--- config.mk ---
export PLATFORM = sky130hd
export DESIGN_NAME = ctl_missile_en_pool
export DESIGN_NICKNAME = d
export VERILOG_FILES = /design/src/rtl/ctl_missile_en_pool.sv
export SDC_FILE = /design/constraint.sdc
export NUM_CORES = 1
export LEC_CHECK = 0
export CAP_MARGIN = 40
export CORE_MARGIN = 10
export CORE_UTILIZATION = 40
export CTS_CLUSTER_SIZE = 25
export DETAILED_ROUTE_END_ITERATION = 10
export GPL_ROUTABILITY_DRIVEN = 0
export GPL_TIMING_DRIVEN = 0
export PLACE_DENSITY_LB_ADDON = 0.25
export SYNTH_ARGS = -nofsm -noshare
export SYNTH_HDL_FRONTEND = slang
export SYNTH_SLANG_ARGS = --single-unit
--- constraint.sdc ---
create_clock -name pclk -period 6.05 [get_ports pclk]
set_input_delay 1.21 -clock pclk [delete_from_list [all_inputs] [get_ports pclk]]
set_output_delay 1.21 -clock pclk [all_outputs]
set_load 0.03 [all_outputs]
--- src/rtl/ctl_missile_en_pool.sv ---
// ctl_missile_en_pool
//   Multi-slot enemy missile controller. Up to N_MISSILES missiles fly downward
//   independently. They share a speed prescaler and a fire cooldown, and each
//   slot can be cancelled by its own hit pulse. The position and on vectors are
//   flat so the missile draw stage can consume them directly.
//
// Ports
//   pclk         in   pixel clock
//   rst          in   synchronous, active-high reset; clears every slot and all outputs
//   xpos_in      in   [11:0] launch x for the next accepted missile
//   ypos_in      in   [11:0] launch y for the next accepted missile
//   fire         in   level fire request, sampled every cycle
//   enemy_alive  in   fire is accepted only while this is high
//   hit          in   [N_MISSILES-1:0] per-slot cancel pulse
//   xpos_out     out  [12*N_MISSILES-1:0] slot i x at [12*i+11:12*i]
//   ypos_out     out  [12*N_MISSILES-1:0] slot i y at [12*i+11:12*i]
//   on_out       out  [N_MISSILES-1:0] slot i is flying
//   fire_ack     out  one-cycle pulse: a fire was placed into a slot
//   fire_drop    out  one-cycle pulse: a fire was eligible but every slot was busy
module ctl_missile_en_pool #(
    parameter int N_MISSILES = 4,
    parameter int SPEED_DIV  = 90000,
    parameter int STEP       = 1,
    parameter int Y_MAX      = 768,
    parameter int COOLDOWN   = 0
) (
    input  logic                      pclk,
    input  logic                      rst,
    input  logic [11:0]               xpos_in,
    input  logic [11:0]               ypos_in,
    input  logic                      fire,
    input  logic                      enemy_alive,
    input  logic [N_MISSILES-1:0]     hit,
    output logic [12*N_MISSILES-1:0]  xpos_out,
    output logic [12*N_MISSILES-1:0]  ypos_out,
    output logic [N_MISSILES-1:0]     on_out,
    output logic                      fire_ack,
    output logic                      fire_drop
);

    localparam int PS_W  = (SPEED_DIV > 2) ? $clog2(SPEED_DIV) : 1;
    localparam int CD_W  = (COOLDOWN < 1) ? 1 : $clog2(COOLDOWN + 1);
    localparam int IDX_W = (N_MISSILES > 1) ? $clog2(N_MISSILES) : 1;

    typedef enum logic {
        S_IDLE = 1'b0,
        S_FLY  = 1'b1
    } slot_state_t;

    slot_state_t       r_state     [N_MISSILES];
    slot_state_t       w_state_nxt [N_MISSILES];
    logic [11:0]       r_x         [N_MISSILES];
    logic [11:0]       r_y         [N_MISSILES];
    logic [11:0]       w_x_nxt     [N_MISSILES];
    logic [11:0]       w_y_nxt     [N_MISSILES];
    logic [11:0]       w_y_step    [N_MISSILES];

    logic [PS_W-1:0]   r_presc;
    logic              w_tick;
    logic [CD_W-1:0]   r_cd;
    logic [CD_W-1:0]   w_cd_nxt;
    logic              r_ack;
    logic              r_drop;
    logic              w_ack_nxt;
    logic              w_drop_nxt;
    logic              w_fire_ok;
    logic              w_found;
    logic [IDX_W-1:0]  w_idx;

    assign w_tick    = (r_presc == PS_W'(SPEED_DIV - 1));
    assign w_fire_ok = fire && enemy_alive && (r_cd == '0);

    // Free-running movement prescaler; fire never restarts it.
    always_ff @(posedge pclk) begin
        if (rst) begin
            r_presc <= '0;
        end else if (w_tick) begin
            r_presc <= '0;
        end else begin
            r_presc <= r_presc + PS_W'(1);
        end
    end

    // Lowest-index free slot, judged on registered state only, so a slot
    // released this cycle cannot be re-used until the following cycle.
    always_comb begin
        w_found = 1'b0;
        w_idx   = '0;
        for (int i = N_MISSILES - 1; i >= 0; i--) begin
            if (r_state[i] == S_IDLE) begin
                w_found = 1'b1;
                w_idx   = IDX_W'(i);
            end
        end
    end

    // Next-state / next-output logic for all slots.
    always_comb begin
        w_ack_nxt  = 1'b0;
        w_drop_nxt = 1'b0;
        w_cd_nxt   = r_cd;
        for (int i = 0; i < N_MISSILES; i++) begin
            w_state_nxt[i] = r_state[i];
            w_x_nxt[i]     = r_x[i];
            w_y_nxt[i]     = r_y[i];
            w_y_step[i]    = r_y[i] + 12'(STEP);
        end

        // Hit outranks the tick: a cancelled missile does not advance.
        for (int i = 0; i < N_MISSILES; i++) begin
            if (r_state[i] == S_FLY) begin
                if (hit[i]) begin
                    w_state_nxt[i] = S_IDLE;
                end else if (w_tick) begin
                    w_y_nxt[i] = w_y_step[i];
                    if ({1'b0, w_y_step[i]} >= 13'(Y_MAX)) begin
                        w_state_nxt[i] = S_IDLE;
                    end
                end
            end
        end

        // The chosen slot is IDLE, so the movement loop above never touched it.
        if (w_fire_ok) begin
            if (w_found) begin
                w_state_nxt[w_idx] = S_FLY;
                w_x_nxt[w_idx]     = xpos_in;
                w_y_nxt[w_idx]     = ypos_in;
                w_ack_nxt          = 1'b1;
            end else begin
                w_drop_nxt = 1'b1;
            end
        end

        if (w_fire_ok && w_found) begin
            w_cd_nxt = CD_W'(COOLDOWN);
        end else if (w_tick && (r_cd != '0)) begin
            w_cd_nxt = r_cd - CD_W'(1);
        end
    end

    always_ff @(posedge pclk) begin
        if (rst) begin
            for (int i = 0; i < N_MISSILES; i++) begin
                r_state[i] <= S_IDLE;
                r_x[i]     <= '0;
                r_y[i]     <= '0;
            end
            r_cd   <= '0;
            r_ack  <= 1'b0;
            r_drop <= 1'b0;
        end else begin
            for (int i = 0; i < N_MISSILES; i++) begin
                r_state[i] <= w_state_nxt[i];
                r_x[i]     <= w_x_nxt[i];
                r_y[i]     <= w_y_nxt[i];
            end
            r_cd   <= w_cd_nxt;
            r_ack  <= w_ack_nxt;
            r_drop <= w_drop_nxt;
        end
    end

    for (genvar g = 0; g < N_MISSILES; g++) begin : g_out
        assign xpos_out[12*g +: 12] = r_x[g];
        assign ypos_out[12*g +: 12] = r_y[g];
        assign on_out[g]            = (r_state[g] == S_FLY);
    end

    assign fire_ack  = r_ack;
    assign fire_drop = r_drop;

endmodule

==> flow_metrics.env, run 1 <==
export IMPL_status="finished, violations left"
export IMPL_violations="DRC"
export IMPL_grt_pass1_wl_um=31400
export IMPL_nFillCells=1258
export IMPL_drt_total_wl_um=19900
export IMPL_yosys_most_used_dff="dfxtp_1"
export IMPL_synth_cell_type_count=50
export IMPL_ff2ff_setup_slack_ps=3260
export IMPL_p_int_mw=1.64
export IMPL_clkSinkCount=120
export IMPL_grt_overflow=0
export IMPL_io_buffers=133
export IMPL_htree_levels=4
export IMPL_dr_pass1_iters=8
export IMPL_wl_per_cell_um=19.1
export IMPL_slew_violations=0
export IMPL_track_usage=0.203
export IMPL_cts_root_buf="clkbuf_16"
export IMPL_cp_slowest_stage_delay_ps=830
export IMPL_fin_setup_tns_ps=0
export IMPL_num_antenna_cells=0
export IMPL_synth_async_reset_ratio=0
export IMPL_die_area_mm2=0.0191
export IMPL_syn_num_nets=733
export IMPL_fin_crit_sh=0.537
export IMPL_report_power_total_mw=2.14
export IMPL_pwr_share_comb=0.072
export IMPL_hold_viol_final=0
export IMPL_cts_clk_slew_worst_paths_ps=50
export IMPL_p_switching_uw=501
export IMPL_synth_common_cells="nand2_1 (123), dfxtp_1 (120), nor2_1 (76)"
export IMPL_tritoncts="done"
export IMPL_p_seq_frac=0.386
export IMPL_synth_seq_area_share=0.430
export IMPL_antenna_found_initial=0
export IMPL_hold_path_cell_count=2
export IMPL_vdd_ir_drop_max_uv=194
export IMPL_clock_power_share=0.542
export IMPL_numCtsBuffers=17
export IMPL_crit_path_top_delay_cell="nor3_1"
export IMPL_grt_pass1_vias=5902
export IMPL_syn_area_per_cell_um2=8.04
export IMPL_hpwlAfterDp_um=14600
export IMPL_coreArea_mm2=0.0138
export IMPL_vias=5963
export IMPL_fp_dieH_um=138
export IMPL_ios=134
export IMPL_start_util=0.405
export IMPL_min_to="r_x[0][6]"
export IMPL_max_slew_margin_rel=0.406
export IMPL_num_rows=43
export IMPL_critPathKind="input port to flop"
export IMPL_ctsLongestPathBuffers=2
export IMPL_yosysMostFrequentCell="nand2_1"
export IMPL_synthesis_area_mm2=0.00558
export IMPL_holdCritStartpoint="r_x[0][6]"
export IMPL_nets=886
export IMPL_startpoint_type="input port"
export IMPL_synth_largest_area_cell="dfxtp_1"
export IMPL_via_per_inst=5.73
export IMPL_die_w_um=138
export IMPL_p_leak_nw=2.61
export IMPL_drv_cap=0
export IMPL_drive_gt1_frac=0.0523
export IMPL_synth_edff_count=0
export IMPL_fmax_mhz=308
export IMPL_power_density_mw_per_mm2=274
export IMPL_cts_setup_buffers=0
export IMPL_setup_viol_count_final=0
export IMPL_cp_required_ps=6400
export IMPL_finalClockSkew_ps=4.39
export IMPL_post_route_min_period_ps=3250
export IMPL_clock_latency_ps=420
export IMPL_cts_resized_gates=0
export IMPL_tightestPinTransition_ps=884
export IMPL_hold_class="flop to flop"
export IMPL_hold_buffers=0
export IMPL_end_kind="flop"
export IMPL_synth_seq_cells=120
export IMPL_synth_top_area_frac=0.430
export IMPL_cp_arrival_ps=3600
export IMPL_netlist_instances=694
export IMPL_drc=1
export IMPL_p_sw_frac=0.234
export IMPL_ys_warn_count=0
export IMPL_reg2reg_from="r_presc[0]"
export IMPL_grt_max_degree=17
export IMPL_crit_chain="clkdlybuf4s50_1 > nand3b_1 > nor3_1 > clkbuf_1 > nand2_1 > a21oi_1"
export IMPL_synthTopCellsByArea="dfxtp_1 (43%), nand2_1 (8.3%), nor2_1 (5.1%)"
export IMPL_timing_rr_end="r_presc[8]"
export IMPL_crit_fanout=10
export IMPL_drt_iter0_markers=532
export IMPL_ant_nets=0
export IMPL_ff2ff_path_depth=8
export IMPL_area_delta_synth_final_pct=40.1
export IMPL_rsz0062_at_grt="no"
## cell type report
class	count	area, µm²	share of cell area
Buffer	39	151	0.0194
Clock buffer	17	425	0.0544
Clock inverter	15	250	0.0320
Inverter	11	41.3	0.00528
Multi-Input combinational cell	524	2990	0.382
Sequential cell	120	2400	0.307
Tap cell	180	225	0.0288
Timing Repair Buffer	134	1340	0.171
## routing by layer
layer / vias to the layer above / routed length [µm] / GRT usage
met5: - / 0 / 0
met1: 2820 / 7930 / 0.235
met4: 0 / 401 / 0.0782
met2: 303 / 8910 / 0.314
met3: 36 / 2660 / 0.0990
li1: 2804 / - / -
## stage by stage
| step | area [µm²] | util | hold WS [ps] | setup slack, ps | cells |
|---|---|---|---|---|---|
| finish | 7820 | 0.568 | 453 | 2800 | 1040 |
| global route | 7820 | 0.568 | 472 | 2650 | 1040 |
| CTS | 7810 | 0.567 | 456 | 2860 | 1039 |
| detailed placement | 7140 | 0.518 | 446 | 2420 | 1007 |
| global placement | 7140 | 0.518 | 440 | 2500 | 1007 |
| floorplan | 5580 | - | 426 | 3380 | 694 |
## registers in the layout (all words and copies together) (netlist names)
register and count:
r_cd 1, r_x 48, r_state 4, r_presc 17, fire_ack 1, fire_drop 1
r_y 48
## layout by cell type (no fill, tap or decap), types with 17 or more instances in the layout
cell type,netlist,layout
clkbuf_16,0,17
nand3_1,27,27
dfxtp_1,120,120
a211oi_1,19,19
or3_1,22,22
a21oi_1,51,51
nand2_1,123,123
nand4_1,26,26
o21ai_0,21,21
a311oi_1,27,27
clkdlybuf4s50_1,0,133
xor2_1,20,20
clkbuf_1,31,31
nor2_1,76,76
## worst max-delay path: cells and delay by family
kind                   cells  cell delay (ps)
buffers and inverters      2              970
and+or+nand+nor            3             1250
AOI/OAI and AO/OA          1              160
## power by group through the flow
| stage | logic, mW | clock network (mW) | registers (mW) |
|---|---|---|---|
| 6_report | 0.155 | 1.16 | 0.827 |
| 5_1_grt | 0.163 | 1.21 | 0.829 |
| 4_1_cts | 0.155 | 1.17 | 0.826 |
| 3_5_place_dp | 0.154 | 0 | 0.843 |
| 3_3_place_gp | 0.152 | 0 | 0.842 |
| 2_1_floorplan | 0.0446 | 0 | 0.867 |
## cells by family after synthesis
| family | synth area share |
|---|---|
| adders and majority gates | 0.0157 |
| and+or+nand+nor | 0.297 |
| buffers and inverters | 0.0345 |
| xor gates and xnor gates | 0.0534 |
| AOI/OAI and AO/OA | 0.165 |
| DFF | 0.430 |
| muxes | 0.00359 |
## worst max path at each step
stage | from | to | slack [ps]
finish | fire | r_x[2][10] | 2800
global route | fire | r_x[2][10] | 2650
CTS | fire | r_x[1][8] | 2860
detailed placement | fire | r_x[1][8] | 2420
global placement | fire | r_x[1][7] | 2500
floorplan | fire | r_y[0][21] | 3380
No activity file was read; power rests on OpenSTA's default activity.
==> run 2, diff against run 1 <==
==> constraint.sdc (replaced) <==
create_clock -name pclk -period 2.7 [get_ports pclk]
set_input_delay 0.54 -clock pclk [delete_from_list [all_inputs] [get_ports pclk]]
set_output_delay 0.54 -clock pclk [all_outputs]
set_load 0.03 [all_outputs]
==> flow_metrics.env, run 2 (same netlist as run 1, synthesis figures left out) <==
export IMPL_p_leak_nw=2.63
export IMPL_setup_viol_count_final=0
export IMPL_htree_levels=4
export IMPL_reg2reg_from="r_presc[0]"
export IMPL_tritoncts="done"
export IMPL_vdd_ir_drop_max_uv=436
export IMPL_fin_crit_sh=0.922
export IMPL_hold_slack_ps=453
export IMPL_start_util=0.405
export IMPL_hold_class="flop to flop"
export IMPL_hold_viol_final=0
export IMPL_nFillCells=1250
export IMPL_slew_violations=0
export IMPL_clock_latency_ps=430
export IMPL_ctsLongestPathBuffers=2
export IMPL_antenna_found_initial=0
export IMPL_seqCellArea_mm2=0.00240
export IMPL_clkSinkCount=120
export IMPL_fp_dieH_um=138
export IMPL_cts_clk_slew_worst_paths_ps=60
export IMPL_cp_arrival_ps=2830
export IMPL_die_area_mm2=0.0191
export IMPL_p_seq_frac=0.385
export IMPL_die_w_um=138
export IMPL_io_buffers=133
export IMPL_max_slew_margin_rel=0.580
export IMPL_end_kind="flop"
export IMPL_grt_max_degree=17
export IMPL_coreArea_mm2=0.0138
export IMPL_nets=889
export IMPL_ff2ff_setup_slack_ps=210
export IMPL_track_usage=0.203
export IMPL_tightestPinTransition_ps=631
export IMPL_p_switching_mw=1.13
export IMPL_critPathKind="flop to flop"
export IMPL_ios=134
export IMPL_crit_start="r_presc[0]"
export IMPL_p_int_mw=3.68
export IMPL_drv_cap=0
export IMPL_finalClockSkew_ps=9.44
export IMPL_pwr_share_comb=0.072
export IMPL_num_rows=43
export IMPL_status="complete, no violations"
export IMPL_area_delta_synth_final_pct=40.7
export IMPL_cp_required_ps=3040
export IMPL_layout_common_cells="clkdlybuf4s50_1 (133), nand2_1 (123), dfxtp_1 (120)"
export IMPL_wl_per_cell_um=19.3
export IMPL_crit_end="r_y[0][24]"
export IMPL_drc=0
export IMPL_clock_power_share=0.543
export IMPL_startpoint_type="flop"
export IMPL_cts_root_buf="clkbuf_16"
export IMPL_grtUsageMet2=0.317
export IMPL_numCtsBuffers=17
export IMPL_hpwlAfterDp_um=14600
export IMPL_grt_pass1_vias=5928
export IMPL_rsz0062_at_grt="no"
export IMPL_use_met1=0.235
export IMPL_p_sw_frac=0.236
export IMPL_power_density_mw_per_mm2=613
export IMPL_top_usage_layer="met2"
export IMPL_grt_pass1_wl_um=31500
export IMPL_drt_iter0_markers=431
export IMPL_post_route_min_period_ps=2490
export IMPL_via_per_inst=5.77
export IMPL_drive_gt1_frac=0.0579
export IMPL_fmax_mhz=402
export IMPL_layout_commonest_cell="clkdlybuf4s50_1"
export IMPL_grt_overflow=0
export IMPL_num_antenna_cells=0
export IMPL_vias=6015
export IMPL_largest_registers="r_x: 48 flops, r_y: 48 flops, r_presc: 17 flops"
export IMPL_grt_met3_usage=0.0990
export IMPL_crit_fanout=10
export IMPL_ff2ff_path_depth=9
export IMPL_finish_utilization=0.570
export IMPL_multi_input_area_mm2=0.00299
export IMPL_ant_nets=0
export IMPL_dr_pass1_iters=5
export IMPL_drt_total_wl_um=20100
export IMPL_timing_rr_end="r_y[0][24]"
## run 2: cell count changes in the layout (fill, tap and decap cells not counted)
cell	delta
buf_4	+4
nor3_1	-1
clkbuf_1	-1
nor3_2	+1
## run 2: layout make-up
| type | instances | share of cell area |
|---|---|---|
| clock inverter | 15 | 0.0319 |
| clock buffer | 17 | 0.0542 |
| buffer | 38 | 0.0188 |
| tap | 180 | 0.0287 |
| sequential | 120 | 0.306 |
| timing repair buffer | 138 | 0.174 |
| multi-input combinational | 524 | 0.381 |
| inverter | 11 | 0.00526 |
## run 2: power groups by stage
stage | Clock [mW] | Combinational (mW) | Sequential [mW]
global placement | 0 | 0.341 | 1.89
finish | 2.61 | 0.347 | 1.85
floorplan | 0 | 0.0998 | 1.94
CTS | 2.62 | 0.346 | 1.85
detailed placement | 0 | 0.344 | 1.89
global route | 2.71 | 0.366 | 1.86
## run 2: routing by layer
metal,wire [µm],share of wire
met5,0,0
met3,2670,0.13
met4,385,0.019
met2,9030,0.45
met1,8020,0.40
## run 2: metrics by stage
| step | std cells | total power [mW] | setup TNS (ps) | cell area [µm²] | setup slack [ps] |
|---|---|---|---|---|---|
| finish | 1043 | 4.81 | 0 | 7850 | 211 |
| CTS | 1041 | 4.82 | 0 | 7830 | 58.1 |
| global placement | 1007 | 2.23 | -3460 | 7140 | -179 |
| floorplan | 694 | 2.04 | 0 | 5580 | 603 |
| detailed placement | 1007 | 2.23 | -5120 | 7140 | -260 |
| global route | 1043 | 4.94 | 0 | 7850 | 41.9 |
## run 2: timing repair
item,in CTS,in global routing
hold buffers,0,0
setup buffers,2,2
pin swaps,0,1
gates resized for setup,0,1
setup endpoints to repair,10,17
gates cloned,0,0
## run 2: worst max-delay path, cell delays in order (launching register included)
cell	delay, ps
dfxtp_1	370
ha_1	220
and3_1	240
nor4b_4	200
buf_4	200
buf_2	270
buf_2	290
nand3_1	180
xor2_1	200
a211oi_1	230
## run 2: how the worst min path moves through the flow
stage	slack, ps	cells past startpoint	start	endpoint
finish	450	2	r_x[0][6]	r_x[0][6]
global route	470	2	r_x[1][5]	r_x[1][5]
CTS	460	2	r_x[1][11]	r_x[1][11]
detailed placement	450	2	r_x[1][11]	r_x[1][11]
global placement	440	1	r_presc[0]	r_presc[0]
floorplan	430	1	r_presc[0]	r_presc[0]
